$ cat config.mk
export PLATFORM = sky130hd
export DESIGN_NAME = if_fetch_stage
export DESIGN_NICKNAME = d
export VERILOG_FILES = /design/src/rtl/if_fetch_stage_pkg.sv /design/src/rtl/if_fetch_stage_next_pc_mux.sv /design/src/rtl/if_fetch_stage.sv
export SDC_FILE = /design/constraint.sdc
export NUM_CORES = 1
export LEC_CHECK = 0
export ABC_AREA = 1
export CAP_MARGIN = 20
export CORE_ASPECT_RATIO = 2
export CORE_UTILIZATION = 49
export DETAILED_ROUTE_END_ITERATION = 7
export PLACE_DENSITY = 0.85
export SLEW_MARGIN = 40
export SYNTH_ARGS = -nofsm -noshare
export SYNTH_HDL_FRONTEND = slang
export SYNTH_SLANG_ARGS = --single-unit
$ cat constraint.sdc
create_clock -name clk -period 7.09 [get_ports clk]
set_input_delay 2.127 -clock clk [delete_from_list [all_inputs] [get_ports clk]]
set_output_delay 2.127 -clock clk [all_outputs]
set_load 0.1 [all_outputs]
$ cat src/rtl/if_fetch_stage_pkg.sv
// Shared definitions for the instruction-fetch stage: next-PC select
// encodings (also used by the Control_Unit), the default bubble word and
// the fetch FSM state type.
package if_fetch_stage_pkg;

  // Next-PC select encodings driven by decode
  localparam logic [1:0] PCSRC_SEQ = 2'b00;  // pc + 4
  localparam logic [1:0] PCSRC_BR  = 2'b01;  // branch target (bpc)
  localparam logic [1:0] PCSRC_RA  = 2'b10;  // register target (jr)
  localparam logic [1:0] PCSRC_JMP = 2'b11;  // jump target (jpc)

  // Instruction word used as a bubble in IF/ID
  localparam logic [31:0] NOP_INST_WORD = 32'h0000_0000;

  // FETCH: request outstanding; HOLD: word captured while decode is stalled
  typedef enum logic {
    FETCH = 1'b0,
    HOLD  = 1'b1
  } fetch_state_t;

endpackage

$ cat src/rtl/if_fetch_stage_next_pc_mux.sv
// Combinational next-PC selector: picks pc+4, branch, register or jump
// target from the 2-bit pcsource code. Kept standalone so branch
// prediction logic can reuse it.
module next_pc_mux
  import if_fetch_stage_pkg::*;
(
  input  logic [1:0]  pcsource,
  input  logic [31:0] pc_plus4,
  input  logic [31:0] bpc,
  input  logic [31:0] ra,
  input  logic [31:0] jpc,
  output logic [31:0] next_pc
);

  // Select the next fetch address
  always_comb begin
    next_pc = pc_plus4;
    case (pcsource)
      PCSRC_SEQ: next_pc = pc_plus4;
      PCSRC_BR:  next_pc = bpc;
      PCSRC_RA:  next_pc = ra;
      PCSRC_JMP: next_pc = jpc;
      default:   next_pc = pc_plus4;
    endcase
  end

endmodule

$ cat src/rtl/if_fetch_stage.sv
// Instruction-fetch stage: owns the PC, a single-port instruction-memory
// request/ready handshake and the IF/ID register (pc4, inst, if_valid).
// A word returned while decode is stalled is parked in a hold buffer and
// delivered when the stall drops. Redirects seen while a fetch is still
// waiting on memory are remembered and the stale word is discarded.
// Optional macro IF_FETCH_STATS_EN adds fetch_cnt / stall_cnt counters.
module if_fetch_stage
  import if_fetch_stage_pkg::*;
#(
  parameter logic [31:0] RESET_PC   = 32'h0000_0000,
  parameter logic [31:0] NOP_INST   = NOP_INST_WORD,
  parameter int          DELAY_SLOT = 0
)
(
`ifdef IF_FETCH_STATS_EN
  output logic [31:0] fetch_cnt,
  output logic [31:0] stall_cnt,
`endif
  input  logic        clk,
  input  logic        clrn,
  input  logic        stall,
  input  logic [1:0]  pcsource,
  input  logic [31:0] bpc,
  input  logic [31:0] jpc,
  input  logic [31:0] ra,
  output logic        imem_req,
  output logic [31:0] imem_addr,
  input  logic        imem_rdy,
  input  logic [31:0] imem_data,
  output logic [31:0] pc4,
  output logic [31:0] inst,
  output logic        if_valid
);

  localparam bit KEEP_SLOT = (DELAY_SLOT != 0);

  fetch_state_t state;
  fetch_state_t state_next;

  logic [31:0] pc;
  logic [31:0] pc_plus4;
  logic [31:0] next_pc;
  logic [31:0] hold_buf;
  logic [31:0] pend_target;
  logic        redirect_pend;

  logic        in_fetch;
  logic        redirect;
  logic        ret;
  logic [31:0] ret_data;
  logic        load_valid;

  assign in_fetch  = (state == FETCH);
  assign pc_plus4  = pc + 32'd4;
  assign redirect  = (pcsource != PCSRC_SEQ) && !stall;
  // A word is consumed either straight from memory or from the hold buffer
  assign ret       = !stall && (in_fetch ? imem_rdy : 1'b1);
  assign ret_data  = in_fetch ? imem_data : hold_buf;
  assign imem_addr = pc;
  // True when this cycle writes a real instruction into IF/ID
  assign load_valid = ret && !redirect_pend && (!redirect || KEEP_SLOT);

  next_pc_mux u_next_pc_mux (
    .pcsource (pcsource),
    .pc_plus4 (pc_plus4),
    .bpc      (bpc),
    .ra       (ra),
    .jpc      (jpc),
    .next_pc  (next_pc)
  );

  // FSM state register
  always_ff @(posedge clk or posedge clrn) begin
    if (clrn) state <= FETCH;
    else      state <= state_next;
  end

  // FSM next state: park a returned word while stalled, resume on release
  always_comb begin
    state_next = state;
    case (state)
      FETCH:   if (imem_rdy && stall) state_next = HOLD;
      HOLD:    if (!stall)            state_next = FETCH;
      default: state_next = FETCH;
    endcase
  end

  // FSM outputs: request only in FETCH and never while reset is held
  always_comb begin
    imem_req = 1'b0;
    if (state == FETCH && !clrn) imem_req = 1'b1;
  end

  // PC, IF/ID, hold buffer and pending-redirect bookkeeping
  always_ff @(posedge clk or posedge clrn) begin
    if (clrn) begin
      pc            <= RESET_PC;
      pc4           <= 32'h0000_0000;
      inst          <= NOP_INST;
      if_valid      <= 1'b0;
      hold_buf      <= 32'h0000_0000;
      pend_target   <= 32'h0000_0000;
      redirect_pend <= 1'b0;
    end else begin
      if (in_fetch && imem_rdy && stall) hold_buf <= imem_data;

      if (ret) begin
        if (redirect_pend) begin
          // Word belongs to the abandoned path; a fresh redirect beats the old one
          pc            <= redirect ? next_pc : pend_target;
          redirect_pend <= 1'b0;
          inst          <= NOP_INST;
          if_valid      <= 1'b0;
        end else if (redirect && !KEEP_SLOT) begin
          pc       <= next_pc;
          inst     <= NOP_INST;
          if_valid <= 1'b0;
        end else begin
          // Sequential load, or delay-slot load on a redirect
          pc       <= next_pc;
          pc4      <= pc_plus4;
          inst     <= ret_data;
          if_valid <= 1'b1;
        end
      end else if (in_fetch && !imem_rdy && redirect) begin
        // In-flight address stays put; remember where to go afterwards
        pend_target   <= next_pc;
        redirect_pend <= 1'b1;
      end
    end
  end

`ifdef IF_FETCH_STATS_EN
  // Performance counters: valid IF/ID loads and stalled/waiting cycles
  always_ff @(posedge clk or posedge clrn) begin
    if (clrn) begin
      fetch_cnt <= 32'h0000_0000;
      stall_cnt <= 32'h0000_0000;
    end else begin
      if (load_valid)                       fetch_cnt <= fetch_cnt + 32'd1;
      if (stall || (in_fetch && !imem_rdy)) stall_cnt <= stall_cnt + 32'd1;
    end
  end
`endif

endmodule

# [After elaboration in Yosys (flattened, before gate mapping)]
# Cells that the tools add are included.
[word_totals] inputBits=134 wordCells=47 reg_bits=163 output_inout_bits=98
[classes] bitwise_logic=4 reduce_logical=16 n_addsub=1 eq_ne=3 n_mux=15
[ops] op="2-to-1 mux 32 bit" count=5
[ops] op="one-hot mux 32 bit (4 select lines)" count=1
[ops] op="adder 32 x 3 -> 32 bit, second input constant" count=1
[ops] op="logical AND 1 bit" count=8
[ops] op="2-to-1 mux 1 bit" count=8
[ops] op="equality test 2 bit, second input constant" count=2
[ops] op="inverter 1 bit" count=4
[ops] op="nonzero test 2 bit" count=2
[ops] op="logical NOT 1 bit" count=3
[ops] op="AND reduction 3 bit" count=1
[ops] op="equality test 2 x 1 -> 1 bit, second input constant" count=1
[ops] op="logical NOT 2 bit" count=1
[ops] op="one-hot mux 1 bit (2 select lines)" count=1
[ops] op="AND reduction 2 bit" count=1

# [Longest topological paths before layout]
[depth] word_depth=5 depth_mapped=12

# [Cells and area by module]
# Synthesis repeated with hierarchy kept, for this count alone.
[unflattened] cells_unflattened=1118 hier_area_um2=8608.3
[modules_own_cells] mod="if_fetch_stage" cells_each=932 n_inst=1 area_each_um2=7529.7
[modules_own_cells] mod="next_pc_mux" cells_each=186 n_inst=1 area_each_um2=1078.5

# [Worst setup path before layout]
# Ideal clock, no wire load.
[synth_timing] kind="input port to output port" from="input clrn" to="output imem_req" path_stages=1 slack_ns=1.585 arrival_time_ns=3.378 path_buffers=0 path_cell_list="nor2_1"
[synth_between] elab_chain_cells=3
[synth_rtl] element="start: declaration" line_no="if_fetch_stage.sv:20" source="input logic clrn,"
[synth_rtl] element="logical NOT 1 bit (no line)"
[synth_rtl] element="logical AND 1 bit" line_no="if_fetch_stage.sv:91" source="if (state == FETCH && !clrn) imem_req = 1'b1;"
[synth_rtl] element="2-to-1 mux 1 bit" line_no="if_fetch_stage.sv:91"
[synth_rtl] element="end: declaration" line_no="if_fetch_stage.sv:26" source="output logic imem_req,"
# Every way passes these cells.

# [Worst setup path after layout]
# Same ends and word-level chain as after synthesis.

==> impl_results.md <==
* Largest net degree at the start of global routing at 72
* I/O pin cnt at 232
* Diodes inserted at 0
* Clock root cell: clkbuf_16
* Worst slew margin at 0.489
* Area leader, netlist: dfrtp_1
* Area delta synth->final at 29.9%
* Total GRT Usage at 0.303
* Lkg Pwr at 5.56 nW
* Tmin final at 5.15 ns
* DP Area at 10400 µm²
* Final Skew at 0.00967 ns
* Combinational Power Share at 0.412
* Syn. warnings at 0
* DRT Pass-1 Iters at 5
* H-tree levels at 4
* Ys async rst share at 1.00
* Avg Synthesized Cell Area at 7.35 µm²
* FMAX at 194 MHz
* Wire length of the first global-routing pass at 41100 µm
* Vias in the first global route at 8285
* FF/Latch Area at 4080 µm²
* Largest cells by area after synthesis: dfrtp_1, nand2_1, o21ai_0
* Resized Gates After CTS at 0
* Pwr/cell area at 344 nW/µm²
* Fin crit share at 0.726
* Hold-fix buffers, CTS at 0
* Fin. Hold Viols at 0
* CTS tree: done
* DIE AREA at 17800 µm²
* Post-Syn Instances at 1148
* Syn_nets at 1283
* Sequential cell area fraction in the yosys report at 0.483
* Residual DRC count at 0
* Post-route cell area at 11000 µm²
* Yosys cell types at 27
* RSZ-0062 raised after global routing: no
* Startpoint Class: primary input
* R2r setup slk at 4.98 ns
* Fraction of layout instances using a drive strength above 1 at 0.122
* Die extent in x at 94.8 µm
* Reg power frac at 0.336
* Cell area after synthesis at 8440 µm²
* Yosys reg bits at 163
* Iter 0 DRT Violations at 426
* Worst setup margin at 1.94 ns
* Wirelength per Cell at 16.4 µm
* Worst VDD drop at 0.226 mV
* Worst-path clk slew at 0.06 ns
* Antenna-violating nets left at 0
* Skew-Pair Late Insertion Delay at 0.43 ns
* Core ar. at 16800 µm²
* Port-buffer cells at 231
* Worst-path maximum fanout at 2
* Switching share of power at 0.475
* Clock sink total at 163
* DR vias/cell at 5.31
* Num CTS Buffers at 17
* P_int at 1.98 mW
* RePlAce Congestion at 0.968
* CTS max path bufs at 2
* Grt ovf at 0
* Post-Route WL at 25700 µm
* Final setup fails at 0
* Critical path required time at 4.96 ns
* Nets at 1485
* Final TNS setup at 0 ns
* Clock share of power at 0.251
* Via count at 8342
* NetSw at 1.79 mW
* Number of synthesized flops with an enable pin at 0
* Slew @ Worst Pin at 0.764 ns
* Hold crit path type: reg2reg
* Synth top area share at 0.483
* Fillers at 1436
* Critical path class: in2out
* Starting Density at 0.503
* Max-Cap Viols at 0
* Pins Over Slew Limit at 0
* Total setup buffers inserted after CTS at 0
* Antenna violations before repair at 0
* Fin Hold WS at 0.475 ns
* CP endpoint kind: output port
* Pre-CTS WS at 1.94 ns
* Area of the multi-input gates at 3730 µm²
* Die H at 188 µm
* Dominant synthesized flop cell: dfrtp_1
* CP arrival at 3.02 ns
* Row cnt at 67
* Run status: finished clean
* Dpl hpwl at 18400 µm
-- power by group through the flow --
stage | sequential [mW] | combinational [mW] | clock (mW)
6_report | 1.27 | 1.55 | 0.946
5_1_grt | 1.29 | 1.64 | 0.998
4_1_cts | 1.26 | 1.56 | 0.957
3_5_place_dp | 1.28 | 1.55 | 0
3_3_place_gp | 1.28 | 1.65 | 0
2_1_floorplan | 2.10 | 0.372 | 0
-- cell usage after synthesis (all sizes together) (4+ instances only) --
cell type,instances
o22ai,5
nand2,472
nand4,12
xor2,9
buf,22
nand3b,5
o21a,11
nor2,57
a21oi,16
o21ai,171
o211ai,5
dfrtp,163
clkbuf,35
nand3,53
xnor2,4
inv,103
-- stage by stage --
| stage | instances | total power [mW] | utilization |
|---|---|---|---|
| 2_1_floorplan | 1148 | 2.48 | - |
| 3_3_place_gp | 1538 | 2.92 | 0.646 |
| 3_5_place_dp | 1538 | 2.83 | 0.618 |
| 4_1_cts | 1570 | 3.78 | 0.654 |
| 5_1_grt | 1570 | 3.93 | 0.654 |
| 6_report | 1570 | 3.77 | 0.654 |
-- cells by family after synthesis --
logic type,Yosys count,share of synthesized area
adder cells (fa/ha/maj),1,0.00148
buffers and inverters,160,0.0762
XOR/XNOR,13,0.0162
flip-flops,163,0.483
AO/OA/AOI/OAI,209,0.130
AND/OR/NAND/NOR,602,0.293
-- final timing paths --
| check | startpoint | end | depth (start not counted) |
|---|---|---|---|
| hold / removal | pc4[8]$_DFFE_PP0P_ | pc4[8]$_DFFE_PP0P_ | 2 |
| setup reg to reg | state$_DFF_PP0_ | hold_buf[26]$_DFFE_PP0P_ | 4 |
| setup / recovery | clrn | imem_req | 3 |
| min in group asynchronous | clrn | hold_buf[15]$_DFFE_PP0P_ | 2 |
| max in group asynchronous | clrn | pend_target[4]$_DFFE_PP0P_ | 3 |
| hold reg to reg | pc4[8]$_DFFE_PP0P_ | pc4[8]$_DFFE_PP0P_ | 2 |
-- sequential cells by signal (all words and copies together), names as in the netlist --
register,flops
hold_buf,32
pend_target,32
pc4,32
state,1
redirect_pend,1
inst,32
if_valid,1
imem_addr,32
-- layer usage --
layer | global-route usage | vias up | share of wire
li1 | - | 4036 | -
met1 | 0.323 | 3859 | 0.36
met2 | 0.530 | 355 | 0.52
met3 | 0.0637 | 92 | 0.062
met4 | 0.187 | 0 | 0.060
met5 | 0 | - | 0
-- final cells by class --
type,count,share of cell area
clock inverter,12,0.0144
clock buffer,20,0.0408
sequential,163,0.372
inverter,103,0.0360
timing repair buffer,240,0.173
tap,207,0.0236
multi-input combinational,825,0.341
-- critical path: stages --
cell             delay [ns]
clkdlybuf4s50_1        0.48
nor2_1                 0.12
buf_4                  0.29
-- layout by cell type (no fill, tap or decap), types with 2 or more instances in the layout --
master           instances
xnor2_1                  4
nand2_2                  3
inv_2                    4
nand2_1                467
o21ai_0                161
buf_2                   97
o21a_1                  11
o21ai_1                 10
nand2_4                  2
xor2_1                   6
clkdlybuf4s50_1        133
clkinvlp_4               3
xor2_2                   3
clkbuf_1                 2
nand3b_1                 5
nor2_1                  43
buf_4                   10
bufinv_16                3
o22ai_1                  5
a21oi_1                 16
o211ai_1                 5
nor2_2                   7
inv_1                   97
clkbuf_16               17
clkinv_4                 4
clkinv_2                 2
nor2_4                   7
dfrtp_1                163
and2_1                   3
nand3_1                 52
nand4_1                 12
No activity file was read; power rests on OpenSTA's default activity.
